`src/rtl/fibo_seq_engine.sv`:
```
// Iterative two-seed additive recurrence engine (Fibonacci / Lucas / custom seeds).
// Computes term n with sticky per-term overflow saturation, abort and a done/hold handshake.
module fibo_seq_engine #(
  parameter int DATA_W = 16,
  parameter int IDX_W  = 5
) (
  input  logic              clk,
  input  logic              reset,
  input  logic              start,
  input  logic              abort,
  input  logic [1:0]        mode,
  input  logic [IDX_W-1:0]  n_in,
  input  logic [DATA_W-1:0] seed0,
  input  logic [DATA_W-1:0] seed1,
  output logic [DATA_W-1:0] result,
  output logic              done,
  output logic              busy,
  output logic              overflow
);

  typedef enum logic [1:0] {IDLE, CALC, DONE} state_t;

  state_t            state;
  logic [DATA_W-1:0] a;
  logic [DATA_W-1:0] b;
  logic [IDX_W:0]    cnt;
  logic [IDX_W-1:0]  n;
  logic              a_ovf;
  logic              b_ovf;
  logic [DATA_W:0]   sum;
  logic [DATA_W-1:0] init_a;
  logic [DATA_W-1:0] init_b;

  function automatic logic [DATA_W-1:0] saturate(input logic [DATA_W-1:0] v,
                                                 input logic ovf);
    return ovf ? {DATA_W{1'b1}} : v;
  endfunction

  assign sum = {1'b0, a} + {1'b0, b};

  // Seed pair for T(0), T(1); mode 11 falls back to Fibonacci.
  always_comb begin
    init_a = '0;
    init_b = DATA_W'(1);
    case (mode)
      2'b01: begin
        init_a = DATA_W'(2);
        init_b = DATA_W'(1);
      end
      2'b10: begin
        init_a = seed0;
        init_b = seed1;
      end
      default: begin
        init_a = '0;
        init_b = DATA_W'(1);
      end
    endcase
  end

  always_ff @(posedge clk or posedge reset) begin
    if (reset) begin
      state    <= IDLE;
      result   <= '0;
      done     <= 1'b0;
      busy     <= 1'b0;
      overflow <= 1'b0;
      a        <= '0;
      b        <= '0;
      cnt      <= '0;
      n        <= '0;
      a_ovf    <= 1'b0;
      b_ovf    <= 1'b0;
    end else begin
      case (state)
        IDLE, DONE: begin
          if (start) begin
            n        <= n_in;
            a        <= init_a;
            b        <= init_b;
            cnt      <= '0;
            a_ovf    <= 1'b0;
            b_ovf    <= 1'b0;
            done     <= 1'b0;
            overflow <= 1'b0;
            busy     <= 1'b1;
            state    <= CALC;
          end
        end
        CALC: begin
          if (abort) begin
            busy  <= 1'b0;
            state <= IDLE;
          end else if (cnt == {1'b0, n}) begin
            result   <= saturate(a, a_ovf);
            overflow <= a_ovf;
            done     <= 1'b1;
            busy     <= 1'b0;
            state    <= DONE;
          end else begin
            // a tracks T(cnt), b tracks T(cnt+1); overflow flags shift with their terms.
            a     <= b;
            b     <= sum[DATA_W-1:0];
            a_ovf <= b_ovf;
            b_ovf <= a_ovf | b_ovf | sum[DATA_W];
            cnt   <= cnt + 1'b1;
          end
        end
        default: begin
          busy  <= 1'b0;
          state <= IDLE;
        end
      endcase
    end
  end

endmodule

```
`config.mk`:
```
export PLATFORM = sky130hd
export DESIGN_NAME = fibo_seq_engine
export DESIGN_NICKNAME = d
export VERILOG_FILES = /design/src/rtl/fibo_seq_engine.sv
export SDC_FILE = /design/constraint.sdc
export NUM_CORES = 1
export LEC_CHECK = 0
export BUFFER_PORTS_ARGS = -buffer_cell sky130_fd_sc_hd__buf_4
export CAP_MARGIN = 10
export CORE_MARGIN = 2
export CORE_UTILIZATION = 50
export CTS_CLUSTER_DIAMETER = 40
export DETAILED_ROUTE_END_ITERATION = 10
export GPL_ROUTABILITY_DRIVEN = 1
export PLACE_DENSITY = 0.79
export SETUP_SLACK_MARGIN = 0.02
export SYNTH_ARGS = -nofsm -noshare
export SYNTH_HDL_FRONTEND = slang
export SYNTH_SLANG_ARGS = --single-unit
```
`constraint.sdc`:
```
create_clock -name clk -period 2.7 [get_ports clk]
set_input_delay 0.54 -clock clk [delete_from_list [all_inputs] [get_ports clk]]
set_output_delay 0.54 -clock clk [all_outputs]
set_load 0.05 [all_outputs]
```
==> metrics.md <==
| Metric | Value |
|---|---|
| Outcome | `finished, final reports clean` |
| Clock Power Share | `0.160` |
| Initial drt markers | `300` |
| Reg2Reg Depth | `8` |
| Power, Total | `5.66 mW` |
| R2R Path Start | `a[0]` |
| Syn Area/Cell | `9.14 um^2` |
| LEAKAGE | `2.17 nW` |
| Post-Synthesis Cells | `397` |
| Routed len/inst | `16.2 um` |
| Nets | `522` |
| Die W | `89.2 um` |
| Peak VDD IR | `0.448 mV` |
| DRT antenna net count | `0` |
| # fillers | `633` |
| Worst slew margin | `0.548` |
| Netlist Area Pre-Place | `3630 um^2` |
| Sw Share | `0.451` |
| Skew-Pair Late Insertion Delay | `0.35 ns` |
| CTS Sinks | `66` |
| Setup Crit Path Kind | `register to register` |
| Register area | `1650 um^2` |
| Reg2Reg Setup Slack | `0.17 ns` |
| CP arrival | `2.77 ns` |
| # H-tree levels | `3` |
| Largest net degree at the start of global routing | `38` |
| Register area share after synthesis | `0.455` |
| Total CTS buffers | `9` |
| Router iterations before antenna repair | `6` |
| Die footprint | `7960 um^2` |
| Max Cap Viol | `0` |
| Startpoint Class | `register` |
| Post-synth top area share | `0.455` |
| Unique cell type count in the Yosys netlist | `51` |
| Max Slew Vio Count | `0` |
| Area of the multi-input gates | `1780 um^2` |
| Final wirelength | `9.06 mm` |
| PnR worst setup slack | `0.170 ns` |
| Vias in the first global route | `3076` |
| Worst Skew | `0.00804 ns` |
| Synth Flop Type | `dfrtp_1` |
| Port Buf Inserts | `61` |
| Period utilization | `0.937` |
| # diodes | `0` |
| Req. time, crit path | `2.94 ns` |
| Synth area leader | `dfrtp_1` |
| RSZ-0062 raised after global routing | `false` |
| GRT Resource Usage Total | `0.246` |
| Final design utilization | `0.615` |
| Highest Clock Rate | `395 MHz` |
| Maximum buffer depth of the clock tree | `2` |
| Reg-to-reg endpoint | `b_ovf` |
| Fin Setup TNS | `0 ns` |
| Area contributors post-synth | `dfrtp_1 46%, ha_1 6.5%, nand2_1 6.1%` |
| Gpl congestion | `0.899` |
| Pint | `3.11 mW` |
| Worst Tran Pin Value | `0.677 ns` |
| Endpoints failing setup | `0` |
| Min cycle time layout | `2.53 ns` |
| Initial Util | `0.509` |
| Min-delay worst type | `input pin to asynchronous set/reset pin` |
| Syn Nets | `460` |
| CP max FO | `3` |
| CTS resizes | `0` |
| DRC viols | `0` |
| Async SR Flop Fraction | `1.00` |
| Hpwl dp | `6.49 mm` |
| Ports | `62` |
| First-pass GRT wire length | `14.7 mm` |
| Ys Warns | `0` |
| Clock transition at the registers of the reported paths | `0.07 ns` |
| Post-CTS setup buffers | `0` |
| Layout cell share with drive strength beyond 1 | `0.199` |
| Logic pwr share | `0.532` |
| Sequential group share of total power | `0.308` |
| Dpl ws | `0.233 ns` |
| # hold bufs at CTS | `0` |
| Die Y | `89.2 um` |
| Crit. End Element | `register` |
| Area growth, synth to finish | `20.9%` |
| WHS | `0.295 ns` |
| Pwr dens | `1290 nW/um^2` |
| Switch Pwr | `2.56 mW` |
| EDFF count, synth | `0` |
| Final Hold Viols | `0` |
| Floorplan row count | `31` |
| Grt total ovfl | `0` |
| Placeable Area | `7140 um^2` |
| Root Driver | `clkbuf_8` |
| #FFs+latches synth | `66` |
| CTS tree | `yes` |
| DR vias/cell | `5.75` |
| Initial antenna violation count | `0` |
| DR vias | `3227` |
## routing by layer
metal  vias to the layer above  wire, um  global-route usage
li1                       1544         -                   -
met5                         -         0                   0
met4                         0       235               0.115
met2                       144      4350               0.388
met1                      1519      3810               0.331
met3                        20       665              0.0406
## placed cells by master, fill, tap and decap left out, types with 3 or more instances in the layout
master	instances
a21oi_1	22
a221oi_1	4
nand3_1	6
and3_1	4
nor3_1	5
dfrtp_1	66
a31oi_1	7
buf_4	69
nor2_1	49
o21a_1	4
xnor2_1	11
inv_1	20
o211ai_1	4
o21bai_1	3
xor2_1	5
a21o_1	4
clkbuf_8	10
ha_1	19
a222oi_1	14
o21ai_0	33
a211oi_1	6
nand2_1	59
## worst max path at each step
stage | startpoint | slack, ns | cells past startpoint | endpoint
after floorplan | a[0] | 0.48 | 8 | b_ovf
after global placement | a[0] | 0.32 | 8 | b_ovf
after detailed placement | a[0] | 0.23 | 8 | b_ovf
after CTS | a[0] | 0.21 | 8 | b_ovf
after global routing | a[0] | 0.06 | 8 | b_ovf
final | a[0] | 0.17 | 8 | b_ovf
## critical path, cell delays in order, from the launching register on
cell and delay (ns):
dfrtp_1 0.41, ha_1 0.26, fa_1 0.42, a21oi_1 0.25, o211ai_1 0.19, a41oi_1 0.36
o2bb2ai_1 0.21, o21bai_1 0.09, a31o_2 0.24
## stage by stage
stage,instances,cell area (um^2)
floorplan,397,3630
global placement,547,4180
detailed placement,547,4180
CTS,561,4390
global route,561,4390
finish,561,4390
## flip-flops by register name, indices dropped and copies added, names as in the netlist, 2 cells and up
name and flops:
a 16, b 16, cnt 6, n 5
result 16, state 2
## cells by family after synthesis
kind of cell             Yosys count  synth area share
AO/OA/AOI/OAI                    116             0.218
XOR/XNOR                          16            0.0386
adder cells (fa/ha/maj)           20            0.0710
buffers and inverters             41            0.0534
flip-flops                        66             0.455
multiplexers                       1           0.00310
AND/OR/NAND/NOR                  137             0.161
## power by group through the flow
stage,Combinational (mW),Clock [mW],Sequential (mW)
after CTS,2.99,0.906,1.74
after global routing,3.34,0.958,1.79
final,3.01,0.908,1.74
after global placement,2.87,0,1.73
after detailed placement,2.96,0,1.76
after floorplan,1.96,0,2.02
## cells in the mapped netlist (all sizes together), types with 3 or more instances
master and number:
a211oi 6, a21o 4, a21oi 22, a221oi 4, a222oi 14, a31oi 7
and2 3, and3 4, buf 8, clkbuf 11, dfrtp 66, ha 19
inv 22, nand2 59, nand3 6, nor2 51, nor3 5, o211ai 4
o21a 5, o21ai 33, o21bai 3, xnor2 11, xor2 5
## cell type report
type / instances / area share
multi-input combinational: 290 / 0.407
sequential: 66 / 0.376
timing repair buffer: 70 / 0.123
clock buffer: 11 / 0.0322
tap: 99 / 0.0282
inverter: 22 / 0.0188
clock inverter: 3 / 0.0148
(Power assumes the default switching activity.)
